[config.mk]
export PLATFORM = sky130hd
export DESIGN_NAME = dram_rd_arbiter
export DESIGN_NICKNAME = d
export VERILOG_FILES = /design/src/rtl/dram_rd_arbiter.sv
export SDC_FILE = /design/constraint.sdc
export NUM_CORES = 1
export LEC_CHECK = 0
export CAP_MARGIN = 10
export CORE_MARGIN = 1.5
export CORE_UTILIZATION = 42
export CTS_BUF_LIST = sky130_fd_sc_hd__clkbuf_8
export CTS_CLUSTER_DIAMETER = 80
export DETAILED_ROUTE_END_ITERATION = 12
export PLACE_DENSITY_LB_ADDON = 0.05
export SLEW_MARGIN = 20
export SYNTH_ARGS = -nofsm -noshare
export SYNTH_HDL_FRONTEND = slang
export SYNTH_SLANG_ARGS = --single-unit
[constraint.sdc]
create_clock -name clk -period 3.2 [get_ports clk]
set_input_delay 0.64 -clock clk [delete_from_list [all_inputs] [get_ports clk]]
set_output_delay 0.64 -clock clk [all_outputs]
set_load 0.05 [all_outputs]
[src/rtl/dram_rd_arbiter.sv]
// Round-robin arbiter that shares one DRAM read port among NUM_REQ fetch
// engines. A granted burst issues one address per cycle, and the returned
// words are routed back to the granted requester with one cycle of latency.
//
// Handshake: a requester raises req_valid[i] and holds req_valid, req_addr
// and req_len stable until it sees req_ready[i]. req_ready is a single-cycle
// registered pulse, so the burst is accepted in the cycle where both are high.
// After that, dropping req_valid does not affect the burst. Response beats
// carry no back-pressure: rsp_valid[i] is a one-cycle strobe per word.
module dram_rd_arbiter #(
  parameter int NUM_REQ    = 3,
  parameter int ADDR_WIDTH = 18,
  parameter int DATA_WIDTH = 32,
  parameter int LEN_WIDTH  = 10
) (
  input  logic                            clk,
  input  logic                            srstn,
  input  logic [NUM_REQ-1:0]              req_valid,
  input  logic [NUM_REQ*ADDR_WIDTH-1:0]   req_addr,
  input  logic [NUM_REQ*LEN_WIDTH-1:0]    req_len,
  output logic [NUM_REQ-1:0]              req_ready,
  output logic                            dram_en_rd,
  output logic [ADDR_WIDTH-1:0]           dram_addr_rd,
  input  logic                            dram_valid,
  input  logic [DATA_WIDTH-1:0]           dram_data_rd,
  output logic [NUM_REQ-1:0]              rsp_valid,
  output logic [DATA_WIDTH-1:0]           rsp_data,
  output logic                            rsp_last,
  output logic                            busy,
  output logic                            err_stray,
  output logic [1:0]                      state_dbg
);

  localparam int PTR_W = (NUM_REQ > 1) ? $clog2(NUM_REQ) : 1;
  // One extra bit so a burst of 2^LEN_WIDTH beats can be counted.
  localparam int CNT_W = LEN_WIDTH + 1;
  localparam logic [NUM_REQ-1:0] ONE_HOT0 = NUM_REQ'(1);

  typedef enum logic [1:0] {
    IDLE  = 2'd0,
    ISSUE = 2'd1,
    DRAIN = 2'd2
  } state_t;

  state_t                state;
  logic [PTR_W-1:0]      rr_ptr;
  logic [PTR_W-1:0]      gnt;
  logic [ADDR_WIDTH-1:0] base;
  logic [LEN_WIDTH-1:0]  len;
  logic [CNT_W-1:0]      issue_cnt;
  logic [CNT_W-1:0]      rx_cnt;

  logic [CNT_W-1:0]      len_ext;
  logic [CNT_W-1:0]      issue_next;
  logic                  beat_ok;
  logic                  beat_last;

  logic [2*NUM_REQ-1:0]  req_dbl;
  logic [NUM_REQ-1:0]    req_rot;
  logic                  pick_found;
  logic [PTR_W-1:0]      pick_off;
  logic [PTR_W:0]        pick_sum;
  logic [PTR_W-1:0]      pick_idx;
  logic [PTR_W:0]        pick_inc;
  logic [PTR_W-1:0]      ptr_after;
  logic [ADDR_WIDTH-1:0] pick_addr;
  logic [LEN_WIDTH-1:0]  pick_len;

  assign len_ext    = {1'b0, len};
  assign issue_next = issue_cnt + CNT_W'(1);

  // A return is a real beat only while a burst is active and still owes data.
  assign beat_ok   = dram_valid && (state != IDLE) && (rx_cnt <= len_ext);
  assign beat_last = beat_ok && (rx_cnt == len_ext);

  // Rotate the request vector so that bit 0 is the requester at rr_ptr.
  assign req_dbl = {req_valid, req_valid};
  assign req_rot = NUM_REQ'(req_dbl >> rr_ptr);

  // Find the first pending requester at or after rr_ptr.
  always_comb begin
    pick_found = 1'b0;
    pick_off   = '0;
    for (int k = NUM_REQ - 1; k >= 0; k--) begin
      if (req_rot[k]) begin
        pick_found = 1'b1;
        pick_off   = PTR_W'(k);
      end
    end
  end

  assign pick_sum  = {1'b0, rr_ptr} + {1'b0, pick_off};
  assign pick_idx  = (pick_sum >= (PTR_W+1)'(NUM_REQ)) ?
                     PTR_W'(pick_sum - (PTR_W+1)'(NUM_REQ)) : PTR_W'(pick_sum);
  assign pick_inc  = {1'b0, pick_idx} + (PTR_W+1)'(1);
  assign ptr_after = (pick_inc == (PTR_W+1)'(NUM_REQ)) ? '0 : PTR_W'(pick_inc);
  assign pick_addr = req_addr[int'(pick_idx)*ADDR_WIDTH +: ADDR_WIDTH];
  assign pick_len  = req_len[int'(pick_idx)*LEN_WIDTH +: LEN_WIDTH];

  assign busy      = (state != IDLE);
  assign state_dbg = state;

  // Grant, address issue and response routing, all from registers.
  always_ff @(posedge clk or negedge srstn) begin
    if (!srstn) begin
      state        <= IDLE;
      rr_ptr       <= '0;
      gnt          <= '0;
      base         <= '0;
      len          <= '0;
      issue_cnt    <= '0;
      rx_cnt       <= '0;
      req_ready    <= '0;
      dram_en_rd   <= 1'b0;
      dram_addr_rd <= '0;
      rsp_valid    <= '0;
      rsp_data     <= '0;
      rsp_last     <= 1'b0;
      err_stray    <= 1'b0;
    end else begin
      req_ready <= '0;
      rsp_valid <= '0;
      rsp_last  <= 1'b0;

      if (beat_ok) begin
        rsp_valid <= ONE_HOT0 << gnt;
        rsp_data  <= dram_data_rd;
        rsp_last  <= beat_last;
        rx_cnt    <= rx_cnt + CNT_W'(1);
      end
      if (dram_valid && !beat_ok) begin
        err_stray <= 1'b1;
      end

      case (state)
        IDLE: begin
          if (pick_found) begin
            req_ready    <= ONE_HOT0 << pick_idx;
            gnt          <= pick_idx;
            base         <= pick_addr;
            len          <= pick_len;
            rr_ptr       <= ptr_after;
            issue_cnt    <= '0;
            rx_cnt       <= '0;
            dram_en_rd   <= 1'b1;
            dram_addr_rd <= pick_addr;
            state        <= ISSUE;
          end
        end
        ISSUE: begin
          if (issue_cnt == len_ext) begin
            dram_en_rd   <= 1'b0;
            dram_addr_rd <= '0;
            state        <= DRAIN;
          end else begin
            issue_cnt    <= issue_next;
            dram_addr_rd <= base + ADDR_WIDTH'(issue_next);
          end
        end
        DRAIN: begin
          if (beat_last || (rx_cnt == len_ext + CNT_W'(1))) begin
            state <= IDLE;
          end
        end
        default: state <= IDLE;
      endcase
    end
  end

endmodule

==> metrics.txt <==
worst-case clock skew=0.0119 ns; number of remaining DRC errors=0; net total in the final layout=1,081; Seq. cell area=2880 µm²; final critical delay including setup and external delays=3.32 ns; Fmax=301 MHz; CP required=3.59 ns; violated checks=negative setup slack; HPWL reported at the end of detailed placement=14,800 µm; Fin Setup TNS=-1.24 ns; Yosys Warn Count=0; Core ar.=15,900 µm²; overall fraction of global-route tracks in use=23.6%; Clock Sink Count=115; Multi-input gate area=3880 µm²; total power divided by cell area=1330 nW/µm²; Detailed Route WL=20,100 µm; root buf cell=clkbuf_8; Die Span Y=130 µm; Cell variety after synth=65; syn nets=862; startpoint of the worst setup timing path=req_valid[1]; capturing element type of the critical path=register; Power Total=13.1 mW; worst slack at placement=-0.819 ns; Relative slew margins=50.8%; Setup WS post-layout=-0.123 ns; # Max-Cap Violations=0; antenna violations before repair=0; antenna diode instance count=0; share of the yosys chip area belonging to registers=42.2%; proportion of synthesized flip-flops having asynchronous set or reset=100%; first-pass iteration count of the detailed router=5; gp weighted congestion=0.876; status=finished with violations; 1st-iter DRT viols=379; largest area contributor in the synthesized netlist=dfrtp_1; crit share post-route=104%; Setup CP Type=input port to register; flip-flop and latch count after synthesis=115; fraction of synthesized cell area taken by the top area cell type=42.2%; post-CTS clock slew at the launch and capture registers of the worst setup and hold paths=0.07 ns; hold buffer count at CTS=0; Placed Area=9280 µm²; largest fanout on the critical path=7; Std-Cell Rows=46; pin count of the biggest net entering global routing=47; clock tree from TritonCTS=yes; clock buffers created by TritonCTS=17; number of flops mapped to enable cells by yosys=0; ratio of cells with drive above 1 in the final layout=17.1%; total via count in the routed design=6,355; standby leakage power=4.20 nW; Hold/Removal Path Class=input port to async pin; Die X-Extent=130 µm; Avg Inst Size Synth=9.64 µm²; global-route wire length before repair=31,300 µm; number of global-route vias before repair=6,320; Slew @ Worst Pin=0.735 ns; unrepaired setup endpoints after global routing=yes; area of the mapped netlist=6820 µm²; final-report setup violation count=28; I/O pin cnt=184; growth of design area from synthesis to finish=44.9%; fin. max-slew vios=0; antenna-violating nets left=0; initial cell density of the core=43.0%; fill cell instance count of the final layout=1,364; Post-synth top flop=dfrtp_1; worst IR drop on VDD=545 µV; Mapped Cells=708; clk_lat worst skew=0.45 ns; number of port buffers=183; Crit path arrival time=3.71 ns; post-detailed-route wirelength per cell=17.4 µm; vias per inst=5.50; top cells by area in the synthesized netlist=dfrtp_1, ha_1, mux2_2, nand2_1, xor2_1; area of all placed cells without fillers=9890 µm²; total gr overflow=0; count of final hold-check violations=0; H-tree depth reported by CTS=4; total die area=17,000 µm²; number of buffers on the longest clock path=2; Setup crit start kind=input port; launch instance of the worst register-to-register path=rr_ptr[0]$_DFFE_PN0P_
-- power by group --
part	total [mW]	internal, mW	switching, mW
registers	2.73	2.13	0.595
clock network	1.46	0.800	0.656
logic	8.95	3.99	4.97
-- cell type report --
| type | instances | share of cell area (%) |
|---|---|---|
| clock buffer | 18 | 2.51 |
| clock inverter | 14 | 1.78 |
| inverter | 22 | 0.835 |
| multi-input combinational | 533 | 39.3 |
| sequential | 115 | 29.1 |
| tap | 216 | 2.73 |
| timing repair buffer | 238 | 23.8 |
-- timing repair --
item | in CTS | in global routing
setup endpoints to repair | 47 | 47
pin swaps | 10 | 14
gates resized for setup | 20 | 25
setup buffers | 5 | 4
-- worst paths after layout --
check                                               end  slack [ns]  cells after the start
min reg2reg                       err_stray$_DFFE_PN0P_        0.46                      1
max in group asynchronous            len[6]$_DFFE_PN0P_        2.22                      2
max                                 base[2]$_DFFE_PN0P_       -0.12                     17
min                        dram_addr_rd[12]$_DFFE_PN0P_        0.17                      1
min in group clk                  err_stray$_DFFE_PN0P_        0.46                      1
max reg2reg                         base[2]$_DFFE_PN0P_       -0.12                     17
-- cell families after synthesis --
logic type               Yosys count  synth area share, %
AO/OA/AOI/OAI                    192                 18.9
XOR/XNOR                          42                 5.39
adder cells (fa/ha/maj)           32                 6.09
buffers and inverters             60                 3.56
flip-flops                       115                 42.2
multiplexers                      49                 7.79
AND/OR/NAND/NOR                  218                 16.1
-- state kept, by name, indices dropped and copies added, names as in the netlist --
signal and flops:
base 18, gnt 2, err_stray 1, dram_en_rd 1
issue_cnt 11, rsp_valid 3, rx_cnt 11, state_dbg 2
req_ready 3, dram_addr_rd 18, rsp_data 32, len 10
rr_ptr 2, rsp_last 1
-- per-stage QoR --
stage	hold slack (ns)	std cells	util, %
detailed placement	0.444	1117	58.4
finish	0.167	1156	62.2
floorplan	0.344	708	-
CTS	0.170	1154	61.6
global placement	0.443	1117	58.4
global route	0.204	1156	62.2
-- per-layer routing --
layer / share of wire, % / up-vias / GRT usage [%]
met1: 42 / 3081 / 29.3
met5: 0 / - / 0
met2: 50 / 208 / 40.7
li1: - / 3031 / -
met3: 5.2 / 35 / 4.40
met4: 2.1 / 0 / 9.63
-- synth_stat cells, types with 6 or more instances --
| library cell | instances |
|---|---|
| ha_1 | 30 |
| a21o_1 | 11 |
| inv_1 | 22 |
| mux2i_1 | 16 |
| clkbuf_1 | 28 |
| o21a_1 | 16 |
| nand4_1 | 8 |
| xor2_1 | 24 |
| dfrtp_1 | 115 |
| a22oi_1 | 16 |
| a21oi_1 | 40 |
| nor3_1 | 6 |
| nor2_1 | 51 |
| o21ai_0 | 39 |
| nand2b_1 | 9 |
| nor2b_1 | 7 |
| nand3_1 | 30 |
| o31ai_1 | 6 |
| mux2_2 | 33 |
| o211ai_1 | 17 |
| nand2_1 | 62 |
| a211oi_1 | 6 |
| and3_1 | 8 |
| xnor2_1 | 18 |
-- critical path: stages --
cell             delay, ns
clkdlybuf4s15_2       0.24
nand3b_1              0.20
o21ai_1               0.11
nor2_1                0.06
a21oi_1               0.14
ha_2                  0.20
inv_2                 0.04
fa_1                  0.53
inv_2                 0.05
ha_4                  0.16
nor2b_2               0.28
o21ai_2               0.13
buf_4                 0.19
buf_4                 0.16
o21ai_0               0.32
buf_4                 0.17
o21a_1                0.10
-- placed cells by master, fill, tap and decap left out, types with 6 or more instances in the layout --
| cell | count |
|---|---|
| a22oi_1 | 11 |
| nor2_1 | 49 |
| nor3_1 | 6 |
| buf_12 | 7 |
| o21a_1 | 16 |
| inv_1 | 20 |
| dfrtp_1 | 115 |
| buf_6 | 6 |
| o211ai_1 | 17 |
| buf_4 | 43 |
| xor2_1 | 24 |
| and3_1 | 8 |
| xnor2_1 | 18 |
| o21ai_1 | 7 |
| a21oi_1 | 36 |
| mux2_2 | 33 |
| mux2i_1 | 14 |
| nand2b_1 | 8 |
| nand2_1 | 60 |
| nand4_1 | 8 |
| o21ai_0 | 32 |
| nand3_1 | 30 |
| clkbuf_8 | 18 |
| nor2b_1 | 6 |
| a21o_1 | 11 |
| clkdlybuf4s50_1 | 179 |
| ha_1 | 28 |
Note: power is estimated with default switching activity, not from simulation.
